==> src/rtl/ctrl_pkg.sv <==
// Shared definitions for the cpu_control_unit sequencer: FSM states, opcode classes, instruction fields.
// Latency: none (types, constants and pure field-extraction helpers only).
// Backpressure: n/a; optional debug port macro used by the design is CTRL_DEBUG_PORT_EN.
package ctrl_pkg;

    // Sequencer states; HALTED is only left through reset.
    typedef enum logic [2:0] {
        FETCH     = 3'd0,
        DECODE    = 3'd1,
        EXECUTE   = 3'd2,
        WRITEBACK = 3'd3,
        HALTED    = 3'd4
    } state_t;

    // Datapath geometry: four 4-bit architectural registers.
    localparam int DATA_W   = 4;
    localparam int NUM_REGS = 4;
    localparam int RADDR_W  = 2;
    localparam int OPC_W    = 3;
    localparam int IR_W     = 12;

    // Control-class opcode; the mod bit selects LDI or HALT.
    localparam logic [2:0] OP_CTRL  = 3'b111;
    localparam logic       MOD_LDI  = 1'b0;
    localparam logic       MOD_HALT = 1'b1;

    // Instruction field positions: [11:9] op, [8:7] rd, [6:5] rs, [4] mod, [3:0] imm.
    localparam int OP_MSB  = 11;
    localparam int OP_LSB  = 9;
    localparam int RD_MSB  = 8;
    localparam int RD_LSB  = 7;
    localparam int RS_MSB  = 6;
    localparam int RS_LSB  = 5;
    localparam int MOD_BIT = 4;
    localparam int IMM_MSB = 3;
    localparam int IMM_LSB = 0;

    function automatic logic [OPC_W-1:0] ir_op(input logic [IR_W-1:0] ir);
        return ir[OP_MSB:OP_LSB];
    endfunction

    function automatic logic [RADDR_W-1:0] ir_rd(input logic [IR_W-1:0] ir);
        return ir[RD_MSB:RD_LSB];
    endfunction

    function automatic logic [RADDR_W-1:0] ir_rs(input logic [IR_W-1:0] ir);
        return ir[RS_MSB:RS_LSB];
    endfunction

    function automatic logic ir_mod(input logic [IR_W-1:0] ir);
        return ir[MOD_BIT];
    endfunction

    function automatic logic [DATA_W-1:0] ir_imm(input logic [IR_W-1:0] ir);
        return ir[IMM_MSB:IMM_LSB];
    endfunction

endpackage

==> src/rtl/cpu_regfile.sv <==
// 4 x 4-bit register file: synchronous write, synchronous active-low reset, combinational reads.
// Latency: write visible on the read ports the cycle after we_i; reads are zero-latency.
// Backpressure: none; optional debug read port exists only when CTRL_DEBUG_PORT_EN is defined.
module cpu_regfile
    import ctrl_pkg::*;
(
    input  logic               clk,
    input  logic               rst_n,
    input  logic               we_i,
    input  logic [RADDR_W-1:0] waddr_i,
    input  logic [DATA_W-1:0]  wdata_i,
    input  logic [RADDR_W-1:0] raddr_a_i,
    output logic [DATA_W-1:0]  rdata_a_o,
    input  logic [RADDR_W-1:0] raddr_b_i,
    output logic [DATA_W-1:0]  rdata_b_o
`ifdef CTRL_DEBUG_PORT_EN
    ,
    input  logic [RADDR_W-1:0] raddr_dbg_i,
    output logic [DATA_W-1:0]  rdata_dbg_o
`endif
);

    logic [NUM_REGS-1:0][DATA_W-1:0] regs_q;
    logic [NUM_REGS-1:0][DATA_W-1:0] regs_d;

    // Next-state: only the addressed entry changes on a write.
    always_comb begin
        regs_d = regs_q;
        if (we_i) begin
            regs_d[waddr_i] = wdata_i;
        end
    end

    // Storage; reset wins over a coincident write.
    always_ff @(posedge clk) begin
        if (!rst_n) begin
            regs_q <= '0;
        end else begin
            regs_q <= regs_d;
        end
    end

    // Operand read paths (a = rd, b = rs).
    assign rdata_a_o = regs_q[raddr_a_i];
    assign rdata_b_o = regs_q[raddr_b_i];

`ifdef CTRL_DEBUG_PORT_EN
    // Independent observation port, never used by the sequencer itself.
    assign rdata_dbg_o = regs_q[raddr_dbg_i];
`else
    // No observation port: only the two operand read paths exist.
`endif

endmodule

==> src/rtl/cpu_control_unit.sv <==
// Multi-cycle fetch/decode/execute/writeback sequencer driving a 4-bit combinational ALU.
// Latency (zero fetch wait): ALU op 4 cycles, LDI 3 cycles, HALT 2 cycles to halted.
// Backpressure: waits in FETCH indefinitely for instr_valid; CTRL_DEBUG_PORT_EN adds dbg_sel/dbg_data/dbg_pc.
module cpu_control_unit
    import ctrl_pkg::*;
#(
    parameter int PC_W    = 8,
    parameter int INSTR_W = 12
) (
    input  logic               clk,
    input  logic               rst_n,
    output logic               instr_req,
    output logic [PC_W-1:0]    instr_addr,
    input  logic               instr_valid,
    input  logic [INSTR_W-1:0] instr_data,
    output logic [3:0]         alu_a,
    output logic [3:0]         alu_b,
    output logic [2:0]         alu_opcode,
    input  logic [3:0]         alu_result,
    input  logic               alu_carry,
    input  logic               alu_zero,
    output logic               carry_flag,
    output logic               zero_flag,
`ifdef CTRL_DEBUG_PORT_EN
    input  logic [1:0]         dbg_sel,
    output logic [3:0]         dbg_data,
    output logic [PC_W-1:0]    dbg_pc,
`endif
    output logic               halted
);

    // Architectural and sequencing state.
    state_t              state_q;
    logic [PC_W-1:0]     pc_q;
    logic [PC_W-1:0]     pc_d;
    logic [INSTR_W-1:0]  ir_q;
    logic [DATA_W-1:0]   alu_a_q;
    logic [DATA_W-1:0]   alu_b_q;
    logic [OPC_W-1:0]    alu_op_q;
    logic [DATA_W-1:0]   res_q;
    logic                res_carry_q;
    logic                res_zero_q;
    logic                carry_q;
    logic                zero_q;
    logic                halted_q;

    // Decoded view of the held instruction.
    logic [OPC_W-1:0]    dec_op;
    logic [RADDR_W-1:0]  dec_rd;
    logic [RADDR_W-1:0]  dec_rs;
    logic                dec_mod;
    logic [DATA_W-1:0]   dec_imm;
    logic                dec_is_ctrl;

    // Register file hookup.
    logic                rf_we;
    logic [DATA_W-1:0]   rf_wdata;
    logic [DATA_W-1:0]   rf_rdata_a;
    logic [DATA_W-1:0]   rf_rdata_b;
    logic [DATA_W-1:0]   opnd_b;

    // Field extraction from IR; the encoding is fixed at 12 bits.
    always_comb begin
        dec_op      = ir_op(ir_q);
        dec_rd      = ir_rd(ir_q);
        dec_rs      = ir_rs(ir_q);
        dec_mod     = ir_mod(ir_q);
        dec_imm     = ir_imm(ir_q);
        dec_is_ctrl = (dec_op == OP_CTRL);
    end

    // Operand b mux, writeback data select and pc increment (wraps naturally).
    always_comb begin
        opnd_b   = dec_mod ? dec_imm : rf_rdata_b;
        rf_we    = (state_q == WRITEBACK);
        rf_wdata = dec_is_ctrl ? dec_imm : res_q;
        pc_d     = pc_q + PC_W'(1);
    end

    cpu_regfile u_regfile (
        .clk        (clk),
        .rst_n      (rst_n),
        .we_i       (rf_we),
        .waddr_i    (dec_rd),
        .wdata_i    (rf_wdata),
        .raddr_a_i  (dec_rd),
        .rdata_a_o  (rf_rdata_a),
        .raddr_b_i  (dec_rs),
        .rdata_b_o  (rf_rdata_b)
`ifdef CTRL_DEBUG_PORT_EN
        ,
        .raddr_dbg_i(dbg_sel),
        .rdata_dbg_o(dbg_data)
`endif
    );

    // Sequencer FSM with registered ALU drive, result latch, flags and halt.
    always_ff @(posedge clk) begin
        if (!rst_n) begin
            state_q     <= FETCH;
            pc_q        <= '0;
            ir_q        <= '0;
            alu_a_q     <= '0;
            alu_b_q     <= '0;
            alu_op_q    <= '0;
            res_q       <= '0;
            res_carry_q <= 1'b0;
            res_zero_q  <= 1'b0;
            carry_q     <= 1'b0;
            zero_q      <= 1'b0;
            halted_q    <= 1'b0;
        end else begin
            case (state_q)
                FETCH: begin
                    if (instr_valid) begin
                        ir_q    <= instr_data;
                        state_q <= DECODE;
                    end
                end
                DECODE: begin
                    if (dec_is_ctrl) begin
                        if (dec_mod == MOD_HALT) begin
                            halted_q <= 1'b1;
                            state_q  <= HALTED;
                        end else begin
                            state_q  <= WRITEBACK;
                        end
                    end else begin
                        // Operands read here, so rd==rs sees the pre-write value.
                        alu_a_q  <= rf_rdata_a;
                        alu_b_q  <= opnd_b;
                        alu_op_q <= dec_op;
                        state_q  <= EXECUTE;
                    end
                end
                EXECUTE: begin
                    res_q       <= alu_result;
                    res_carry_q <= alu_carry;
                    res_zero_q  <= alu_zero;
                    state_q     <= WRITEBACK;
                end
                WRITEBACK: begin
                    // LDI leaves the flags alone; the register write happens in the regfile.
                    if (!dec_is_ctrl) begin
                        carry_q <= res_carry_q;
                        zero_q  <= res_zero_q;
                    end
                    pc_q    <= pc_d;
                    state_q <= FETCH;
                end
                HALTED: begin
                    state_q <= HALTED;
                end
                default: begin
                    state_q <= FETCH;
                end
            endcase
        end
    end

    // Fetch request is suppressed combinationally while reset is asserted.
    assign instr_req  = (state_q == FETCH) && rst_n;
    assign instr_addr = pc_q;
    assign alu_a      = alu_a_q;
    assign alu_b      = alu_b_q;
    assign alu_opcode = alu_op_q;
    assign carry_flag = carry_q;
    assign zero_flag  = zero_q;
    assign halted     = halted_q;

`ifdef CTRL_DEBUG_PORT_EN
    assign dbg_pc = pc_q;
`endif

endmodule

==> config.mk <==
export PLATFORM = sky130hd
export DESIGN_NAME = cpu_control_unit
export DESIGN_NICKNAME = d
export VERILOG_FILES = /design/src/rtl/ctrl_pkg.sv /design/src/rtl/cpu_regfile.sv /design/src/rtl/cpu_control_unit.sv
export SDC_FILE = /design/constraint.sdc
export NUM_CORES = 1
export LEC_CHECK = 0
export ABC_AREA = 1
export CAP_MARGIN = 20
export CORE_ASPECT_RATIO = 0.5
export CORE_UTILIZATION = 56
export DETAILED_ROUTE_END_ITERATION = 10
export PLACE_DENSITY = 0.88
export REMOVE_ABC_BUFFERS = 1
export SLEW_MARGIN = 40
export SYNTH_ARGS = -nofsm -noshare
export SYNTH_HDL_FRONTEND = slang
export SYNTH_SLANG_ARGS = --single-unit
==> constraint.sdc <==
create_clock -name clk -period 4.35 [get_ports clk]
set_clock_uncertainty 0.2 [all_clocks]
set_input_delay 0.87 -clock clk [delete_from_list [all_inputs] [get_ports clk]]
set_output_delay 0.87 -clock clk [all_outputs]
set_load 0.01 [all_outputs]
==> impl_metrics.env <==
export IMPL_netlist_area_sq_um=2620
export IMPL_fin_tns_setup_ns=0
export IMPL_cp_common_cell="clkdlybuf4s50_1"
export IMPL_worstSetupPathType="in2out"
export IMPL_grt_usage_pct=28.6
export IMPL_muxShareOfSynthArea_pct=0
export IMPL_rsz0062_at_grt="no"
export IMPL_synth_top_family_by_area="simple AND/OR/NAND/NOR gates"
export IMPL_htree_levels=3
export IMPL_synthCells=395
export IMPL_hold_violations=0
export IMPL_whs_ns=0.259
export IMPL_irDropWorstVdd_uv=256
export IMPL_die_area_sq_um=4970
export IMPL_min_path_type="reg2reg"
export IMPL_avgSynthCellArea_sq_um=6.63
export IMPL_globalplace_congestion=0.977
export IMPL_worstSetupEndpointType="output pin"
export IMPL_syn_to_final_growth_pct=25.9
export IMPL_startpoint_type="input pin"
export IMPL_synth_compound_area_share_pct=11.5
export IMPL_cap_violations=0
export IMPL_reg2reg_setup_slack_ns=2.38
export IMPL_postPlaceCellArea_sq_um=3080
export IMPL_antenna_found_initial=0
export IMPL_synth_xor_area_share_pct=0
export IMPL_synthSimpleGateAreaFrac_pct=35.0
export IMPL_yosysMostFrequentCell="nand2_1"
export IMPL_max_freq_mhz=293
export IMPL_synthAdderAreaFrac_pct=0.478
export IMPL_worstPathCellList="clkdlybuf4s50_1 > clkinv_1 > buf_4 > nor3_1 > clkdlybuf4s50_1"
export IMPL_final_nets=460
export IMPL_cts_root_buf="clkbuf_8"
export IMPL_ant_nets=0
export IMPL_cts_hold_buf=0
export IMPL_final_util_pct=74.1
export IMPL_leakagePower_nw=1.42
export IMPL_dp_hpwl_mm=4.60
export IMPL_ys_types=17
export IMPL_yosys_top_cells_area="dfxtp_1 45%, nand2_1 13%, nor2_1 11%, nand3_1 8.4%, inv_1 5.7%"
export IMPL_drive_gt1_share_pct=4.74
export IMPL_status="complete, no violations"
export IMPL_num_rows=17
export IMPL_synth_warnings=0
export IMPL_crit_arrival_ns=2.34
export IMPL_async_reset_ff_share_pct=0
export IMPL_power_density_nw_per_um2=390
export IMPL_wl_per_cell_microns=12.7
export IMPL_power_mw=1.29
export IMPL_start_util_pct=58.9
export IMPL_critPathMaxStageDelay_ns=0.55
export IMPL_grt_pass1_wl_mm=10.8
export IMPL_drc=0
export IMPL_synth_edf_count=0
export IMPL_overflow=0
export IMPL_cts_resized=0
export IMPL_ios=44
export IMPL_numCtsBuffers=9
export IMPL_yosys_top_cells_count="91 x nand2_1, 77 x nor2_1, 59 x dfxtp_1"
export IMPL_grt_pass1_vias=2448
export IMPL_first_iter_violations=223
export IMPL_cts_sinks=59
export IMPL_clk_path_buf_depth=2
export IMPL_fin_crit_sh_pct=78.4
export IMPL_finalCriticalPeriod_ns=3.41
export IMPL_grt_max_degree=42
export IMPL_worstMarginPinSlew_ns=0.581
export IMPL_drt_total_wl_mm=6.34
export IMPL_ys_seq_elements=59
export IMPL_cts_tree="yes"
export IMPL_final_area_sq_um=3300
export IMPL_core_sq_um=4450
export IMPL_die_width_microns=98.7
export IMPL_crit_fanout=19
export IMPL_synth_top_area_share_pct=45.1
export IMPL_slew_violations=0
export IMPL_die_y_microns=50.3
export IMPL_setup_viol=0
export IMPL_critPathRequiredTime_ns=3.28
export IMPL_post_cts_buffers=0
export IMPL_drt_pass1_iter_count=6
export IMPL_diodes=0
export IMPL_place_port_buffers=43
export IMPL_synth_top_area_cell="dfxtp_1"
export IMPL_clk_pin_slew_ns=0.07
export IMPL_clock_latency_ns=0.34
export IMPL_cp_slowest_cell="clkdlybuf4s50_1"
export IMPL_yosysSeqAreaShare_pct=45.1
export IMPL_max_slew_margin_rel_pct=61.0
export IMPL_dominantRegCellSynth="dfxtp_1"
export IMPL_via_per_inst=5.31
export IMPL_vias=2655
## cell type report
class	count	area [sq um]
clock inverter	4	47.5
clock buffer	12	165
fill	341	1150
timing repair buffer	45	445
inverter	41	154
sequential	59	1180
multi-input combinational	282	1230
tap	57	71.3
## kinds of logic (layout without fill, tap and decap cells)
group / count (synthesis) / count (layout)
flip-flops: 59 / 59
adder cells (fa/ha/maj): 1 / 1
AND/OR/NAND/NOR: 222 / 222
buffers and inverters: 54 / 102
AO/OA/AOI/OAI: 59 / 59
## through the flow
step / instances / worst slack (ns)
6_report: 500 / 0.939
5_1_grt: 500 / 0.811
4_1_cts: 500 / 0.931
3_5_place_dp: 484 / 0.936
3_3_place_gp: 484 / 0.934
2_1_floorplan: 382 / 1.75
## placed cells by master, fill, tap and decap left out, types with 2 or more instances in the layout
cell,instances
nand2_1,91
clkbuf_8,12
nor3_1,2
buf_4,2
clkdlybuf4s50_1,43
dfxtp_1,59
o21ai_0,29
inv_1,40
a21oi_1,28
nand4_1,6
clkinv_2,2
nor2_1,76
nand3_1,44
## registers in the layout, summed over array words and instances (netlist names)
signal / count
ir_q: 12
res_carry_q: 1
alu_opcode: 3
alu_b: 4
instr_addr: 8
u_regfile.regs_q: 16
state_q: 3
halted: 1
carry_flag: 1
alu_a: 4
res_q: 4
zero_flag: 1
res_zero_q: 1
## metal layers
metal / vias up / share of wire [%] / global-route usage (%)
met4: 0 / 1.5 / 11.7
met2: 107 / 46 / 47.2
met5: - / 0 / 0
li1: 1349 / - / -
met1: 1183 / 45 / 35.1
met3: 16 / 7.9 / 9.47
## report_power, final
group	internal (mW)	total [mW]	switching, mW
registers	0.570	0.594	0.0236
clock network	0.309	0.523	0.214
logic	0.0732	0.170	0.0970
total	0.952	1.29	0.334
## path summary, 6_finish.rpt
kind | from | depth (start not counted) | end
min | halted | 2 | halted
max reg2reg | state_q[1] | 6 | ir_q[7]
min reg2reg | halted | 2 | halted
max | rst_n | 5 | instr_req
## worst max-delay path, delay by kind of cell
family / cells / cell delay [ns]
buf+inv: 4 / 1.28
simple gates: 1 / 0.18
Power figures use the tool's default switching activity.
